===== src/rtl/systolic_mac_pe.sv =====
// systolic_mac_pe: one cell of the linear systolic array with PASS / LOAD / MAC / SWAP modes.
// Latency: MUL_LAT+1 enabled cycles from issue to x_out/c_out/mode_out/vld_out; p_out updates 1 cycle after issue.
// Backpressure: none beyond the global en stall, which freezes every register including p and ovf.
//
// Ports:
//   clk, rst (sync, active-low), en (global advance)
//   c_in/c_out      coefficient, delayed by L = MUL_LAT+1 so the next cell sees it aligned
//   x_in/x_out      partial-sum chain (weight rides on the low DW bits for LOAD/SWAP)
//   mode_in/mode_out, vld_in/vld_out  side-band, delayed by L alongside x
//   p_out           stationary weight register (readback), ovf  sticky overflow flag
//
// AW must be at least 2*DW; the extension widths below rely on it.
module systolic_mac_pe #(
    parameter int DW      = 16,
    parameter int AW      = 32,
    parameter int MUL_LAT = 1,
    parameter int SAT     = 1
) (
    input  logic          clk,
    input  logic          rst,
    input  logic          en,
    input  logic [DW-1:0] c_in,
    input  logic [AW-1:0] x_in,
    input  logic [1:0]    mode_in,
    input  logic          vld_in,
    output logic [DW-1:0] c_out,
    output logic [AW-1:0] x_out,
    output logic [1:0]    mode_out,
    output logic          vld_out,
    output logic [DW-1:0] p_out,
    output logic          ovf
);

    localparam int L = MUL_LAT + 1;

    localparam logic [1:0] MODE_PASS = 2'b00;
    localparam logic [1:0] MODE_LOAD = 2'b01;
    localparam logic [1:0] MODE_SWAP = 2'b11;

    // Weight register and sticky flag.
    logic [DW-1:0] p_q;
    logic          ovf_q;

    // Pipeline: stage 0 is written at the issue edge, stage L-1 drives the outputs.
    logic [AW-1:0] x_q    [L];
    logic [DW-1:0] c_q    [L];
    logic [1:0]    mode_q [L];
    logic          vld_q  [L];

    // Issue-stage datapath.
    logic [DW-1:0]   w;
    logic [DW-1:0]   mul_b;
    logic [2*DW-1:0] prod;
    logic [AW:0]     prod_ext;
    logic [AW:0]     addend;
    logic [AW:0]     sum;
    logic            sum_ovf;
    logic [AW-1:0]   arith_res;
    logic [AW-1:0]   x_d;

    always_comb begin
        w     = x_in[DW-1:0];
        // SWAP multiplies by the incoming weight; MAC uses the stationary p_old.
        mul_b = (mode_in == MODE_SWAP) ? w : p_q;
        // Operands sign-extended to 2*DW so the low 2*DW bits of the product are the signed result.
        prod  = {{DW{c_in[DW-1]}}, c_in} * {{DW{mul_b[DW-1]}}, mul_b};

        prod_ext = {{(AW+1-2*DW){prod[2*DW-1]}}, prod};
        addend   = (mode_in == MODE_SWAP) ? {{(AW+1-DW){p_q[DW-1]}}, p_q}
                                          : {x_in[AW-1], x_in};
        sum      = prod_ext + addend;

        // One guard bit: the sum is out of AW-bit range exactly when the top two bits differ.
        sum_ovf = mode_in[1] && (sum[AW] != sum[AW-1]);

        if (sum_ovf && (SAT != 0)) begin
            arith_res = sum[AW] ? {1'b1, {(AW-1){1'b0}}} : {1'b0, {(AW-1){1'b1}}};
        end else begin
            arith_res = sum[AW-1:0];
        end

        case (mode_in)
            MODE_PASS: x_d = x_in;
            MODE_LOAD: x_d = {{(AW-DW){p_q[DW-1]}}, p_q};
            default:   x_d = arith_res;
        endcase
    end

    always_ff @(posedge clk) begin
        if (!rst) begin
            p_q   <= '0;
            ovf_q <= 1'b0;
            for (int i = 0; i < L; i++) begin
                x_q[i]    <= '0;
                c_q[i]    <= '0;
                mode_q[i] <= '0;
                vld_q[i]  <= 1'b0;
            end
        end else if (en) begin
            // Bubbles still shift their (meaningless) payload so side-band stays aligned.
            x_q[0]    <= x_d;
            c_q[0]    <= c_in;
            mode_q[0] <= mode_in;
            vld_q[0]  <= vld_in;
            for (int i = 1; i < L; i++) begin
                x_q[i]    <= x_q[i-1];
                c_q[i]    <= c_q[i-1];
                mode_q[i] <= mode_q[i-1];
                vld_q[i]  <= vld_q[i-1];
            end
            if (vld_in) begin
                // LOAD (01) and SWAP (11) both capture the new weight.
                if (mode_in[0]) begin
                    p_q <= w;
                end
                if (sum_ovf) begin
                    ovf_q <= 1'b1;
                end
            end
        end
    end

    assign x_out    = x_q[L-1];
    assign c_out    = c_q[L-1];
    assign mode_out = mode_q[L-1];
    assign vld_out  = vld_q[L-1];
    assign p_out    = p_q;
    assign ovf      = ovf_q;

endmodule

===== config.mk =====
export PLATFORM = sky130hd
export DESIGN_NAME = systolic_mac_pe
export DESIGN_NICKNAME = d
export VERILOG_FILES = /design/src/rtl/systolic_mac_pe.sv
export SDC_FILE = /design/constraint.sdc
export NUM_CORES = 1
export LEC_CHECK = 0
export CORE_ASPECT_RATIO = 1.5
export CORE_MARGIN = 3
export CORE_UTILIZATION = 67
export DETAILED_ROUTE_END_ITERATION = 12
export PLACE_DENSITY = 0.89
export SETUP_SLACK_MARGIN = 0.05
export SKIP_LAST_GASP = 1
export SLEW_MARGIN = 5
export SYNTH_ARGS = -nofsm -noshare
export SYNTH_HDL_FRONTEND = slang
export SYNTH_SLANG_ARGS = --single-unit

===== constraint.sdc =====
create_clock -name clk -period 26 [get_ports clk]
set_clock_uncertainty 0.05 [all_clocks]
set_input_delay 5.2 -clock clk [delete_from_list [all_inputs] [get_ports clk]]
set_output_delay 5.2 -clock clk [all_outputs]
set_load 0.1 [all_outputs]

---- Word-level counts from Yosys, hierarchy flattened ----
Memories as Yosys holds them, arrays and structs flattened.
Index checks and enable logic that the tools add are counted.
word-level totals
  register bits ........................... 17
  bits in writable memories ............... 102
  input port bits ......................... 54
  output and inout bits ................... 68
  logic and storage cells ................. 40
  memories kept ........................... 4
operators by class
  add/sub/neg operators ................... 1
  multipliers ............................. 1
  eq/ne operators ......................... 3
  multiplexer cells ....................... 17
  bitwise operators ....................... 8
  reductions and logical operators ........ 4
memories
  memory  depth  width  read ports  clocked after memory_dff  write ports  RTL line  text
  x_q     2      32     2           0                         2            45        logic [AW-1:0] x_q [L];
  c_q     2      16     2           0                         2            46        logic [DW-1:0] c_q [L];
  mode_q  2      2      2           0                         2            47        logic [1:0] mode_q [L];
  vld_q   2      1      2           0                         2            48        logic vld_q [L];
operators by type and width
  kind                                                  count
  two-way mux 32 bit                                    4
  case mux 32 bit (2 select lines)                      1
  two-way mux 16 bit                                    3
  adder 33 bit                                          1
  two-way mux 33 bit                                    1
  multiplier 16 x 16 -> 32 bit                          1
  bitwise OR 1 bit                                      8
  two-way mux 1 bit                                     6
  AND reduction 3 bit                                   2
  two-way mux 2 bit                                     2
  equality test 2 x 1 -> 1 bit (second input constant)  1
  equality test 2 bit (second input constant)           1
  zero test 2 bit                                       1
  logical AND 1 bit                                     1
  inequality test 1 bit                                 1

---- Longest topological paths before layout ----
  word-level depth ........................ 9
  gate-level depth with buffers ........... 40
  depth with buffers taken out ............ 35

---- Worst setup path after synthesis ----
No wires, ideal clock.
  kind .................................... input to register
  from .................................... input mode_in[1]
  to ...................................... memory x_q[0][20] (data pin)
  setup time .............................. 0.261 ns
  arrival ................................. 13.837 ns
  required time ........................... 25.689 ns
  slack ................................... 11.852 ns
  cell stages on the path ................. 36
  path buffers ............................ 5
  path through ............................ clkbuf_1 > nand2_1 > clkbuf_1 > clkbuf_1 > mux2_2 > clkbuf_1 > nand2_1 > fa_1 > fa_1 > fa_1 > inv_1 > fa_1 > fa_1 > inv_1 > fa_1 > inv_1 > ha_1 > a21oi_1 > o21ai_0 > a41oi_1 > nor4_1 > o31ai_1 > nand2b_1 > a21oi_1 > xnor2_1 > ha_1 > and3_1 > and4_1 > a221oi_2 > a211oi_1 > a211oi_2 > nor3_2 > a31oi_1 > o21ai_1 > clkbuf_1 > a221o_1
RTL lines
  what         RTL line  text
  from (decl)  24        input logic [1:0] mode_in,
  to (decl)    45

==> run_results.csv <==
group,metric,value,unit
clocking,cts.sinks,119,
outcome,outcome,"finished, final reports clean",
cells_and_area,final_cell_mix,"inv_1, fa_1, nand2_1, clkdlybuf4s50_1, ha_1",
global_routing,met2_usage,60.8,%
clocking,cts-root-buf,"clkbuf_16",
timing,clock.fmax,62.4,MHz
min_path,worstHoldPathType,"reg -> reg",
clocking,holdBufCountCts,0,
placement,place_hpwl,35.3,mm
synthesis,synth-main-ff-cell,"edfxtp_1",
synthesis,ys_seq_area_share,19.8,%
drt,wl_per_cell,21.8,um
synthesis,syn-cell-area,17200,sq um
synthesis,ys_top_cells_by_area,"fa_1, edfxtp_1, ha_1",
global_routing,grt_pass1_vias,14484,
cells_and_area,antennaDiodeCount,0,
placement,post_dp_cell_area,18300,sq um
cells_and_area,nFillCells,1657,
global_routing,groute.usage.overall,35.1,%
global_routing,antenna_found_initial,0,
timing,finalHoldViolations,0,
floorplan,dieWidth,137,um
timing,setup_viol,0,
synthesis,ys_ff_latch,119,
cells_and_area,final_util,75.0,%
power_and_ir_drop,power_density,131,nW/um^2
power_and_ir_drop,power.switching,1280,uW
clocking,numCtsBuffers,25,
power_and_ir_drop,pwr-share-clk,10.4,%
critical_path,cp.arrival,16.18,ns
clocking,cts_setup_buffers,0,
synthesis,synthCells,1777,
timing,period_minus_slack,16.03,ns
clocking,cts_tree,"yes",
placement,portBuffers,121,
floorplan,fp.coreArea,25200,sq um
cells_and_area,multi_input_area,12000,sq um
run,cap_viol_max_count,0,
critical_path,crit_fanout,48,
clocking,cts_resized,0,
drt,final_antenna_net_count,0,
floorplan,fp-row-count,71,
clocking,path_clk_slew,0.05,ns
cells_and_area,layout.cells.non_filler,2145,
critical_path,cp_num_buf_inv,5,
power_and_ir_drop,seqPwrFrac,11.0,%
synthesis,synth_top_area_cell,"fa_1",
drt,detail_route.first_pass.iterations,7,
synthesis,avgSynthCellArea,9.70,sq um
critical_path,cp.required,26.15,ns
floorplan,die_area,27700,sq um
power_and_ir_drop,combPwrFrac,78.6,%
global_routing,top_usage_layer,"met2",
power_and_ir_drop,p_int,1210,uW
cells_and_area,final_layout_size_suffix_gt1_share,4.62,%
drt,drtIter0Drc,1106,
global_routing,grt.met1_usage,39.1,%
drt,viasPerCell,6.23,
critical_path,cp-end-kind,"flip-flop",
cells_and_area,final_common_cell,"inv_1",
synthesis,async_flop_share,0,%
placement,placed_cells,2112,
critical_path,start_kind,"primary input",
clocking,clk_latency,0.47,ns
placement,place_congestion,0.921,
timing,drv_slew,0,
critical_path,crit_top_cell,"fa_1",
drt,drcViolationCount,0,
synthesis,synth_nets,2208,
cells_and_area,area_growth,9.80,%
critical_path,crit_path_top_delay_cell,"clkdlybuf4s50_1",
floorplan,die_h,202,um
timing,worst_pin_slew,1.11,ns
floorplan,io_pins,122,
synthesis,synth_top_area_share,30.6,%
cells_and_area,final-seq-area,3400,sq um
global_routing,grt_max_degree,90,
cells_and_area,final_net_count,2242,
clocking,h-tree-depth,4,
clocking,clk_path_buf_depth,3,
global_routing,grt_pass1_wl,75.1,mm
timing,layout_worst_path_cycle_share,61.7,%
power_and_ir_drop,leakage,0.00911,uW
floorplan,start_util,68.3,%
critical_path,critPathKind,"in -> reg",
power_and_ir_drop,irDropWorstVdd,100,uV
synthesis,synthDistinctLibCells,69,
global_routing,grt-ovfl-total,0,
timing,relSlewSlack,25.5,%
power_and_ir_drop,switching_share,51.5,%
global_routing,use_met3,5.63,%
critical_path,max_stage_delay,1.14,ns
timing,rsz0062_at_grt,"no",
drt,wl,46.8,mm
critical_path,critical_path.top_delay_family,"adder cells",
timing,setup_tns,0,ns
cells_and_area,stdcell_area,18900,sq um
synthesis,yosys_warnings,0,
drt,num_vias,13358,
synthesis,synth_edf_count,102,
## kinds of logic (layout without fill, tap and decap cells)
group | Yosys count | in the layout | share of synthesized area [%]
xor+xnor | 60 | 60 | 3.05
fa+ha+maj | 377 | 377 | 38.8
compound gates | 252 | 252 | 10.4
mux | 37 | 37 | 2.35
flops | 119 | 119 | 19.8
simple gates | 500 | 500 | 15.0
buf+inv | 432 | 472 | 10.6
## power by group through the flow
stage               registers [uW]  logic [uW]  clock network (uW)
global placement               274        1890                   0
detailed placement             276        1920                   0
CTS                            273        1940                 258
floorplan                      282        1480                   0
global route                   275        2140                 267
finish                         273        1950                 260
## routing by layer
metal | vias up | part of all wire (%)
met5 | - | 0
met2 | 760 | 53
met3 | 251 | 7.1
met4 | 0 | 7.6
li1 | 5744 | -
met1 | 6603 | 32
## cell type report
class                   instances  share of cell area [%]
clock buffers                  28                    3.37
clock inverters                 5                   0.106
inverters                     308                    6.11
multi-input cells            1226                    63.5
flip-flops and latches        119                    18.0
well taps                     328                    2.17
repair buffers                131                    6.75
## through the flow
step                power, uW  worst slack (ns)  hold slack (ns)
floorplan                1760             11.85            0.485
global placement         2160             10.04            0.465
detailed placement       2200              9.80            0.478
CTS                      2470             10.18            0.500
global route             2690              9.29            0.524
finish                   2490              9.97            0.500
## synth_stat cells (18+ instances only)
cell type  number
nor2_1         41
a21oi_1        56
a211oi_1       18
edfxtp_1      102
o21ai_0        24
mux2_2         27
xnor2_1        48
fa_1          263
nor2b_1        78
and2_1         66
buf_4          51
ha_1          114
and3_1         80
nand2_1       174
clkbuf_1       66
a21o_1         42
inv_1         308
## sequential cells by signal (all words and copies together) (netlist names)
register and count:
c_q 32, mode_q 4, ovf 1, p_out 16, vld_q 2, x_q 64
## worst paths after layout
check	to	cells after the start	slack (ns)	start
setup / recovery	x_q[0][27]$_SDFFCE_PN0P_	32	9.97	mode_in[1]
hold / removal	x_q[0][37]$_SDFFCE_PN0P_	1	0.50	x_q[0][5]$_SDFFCE_PN0P_
hold reg to reg	x_q[0][37]$_SDFFCE_PN0P_	1	0.50	x_q[0][5]$_SDFFCE_PN0P_
setup reg to reg	x_q[0][27]$_SDFFCE_PN0P_	31	16.51	p_out[7]$_SDFFE_PN0P_
(Power assumes the default switching activity.)
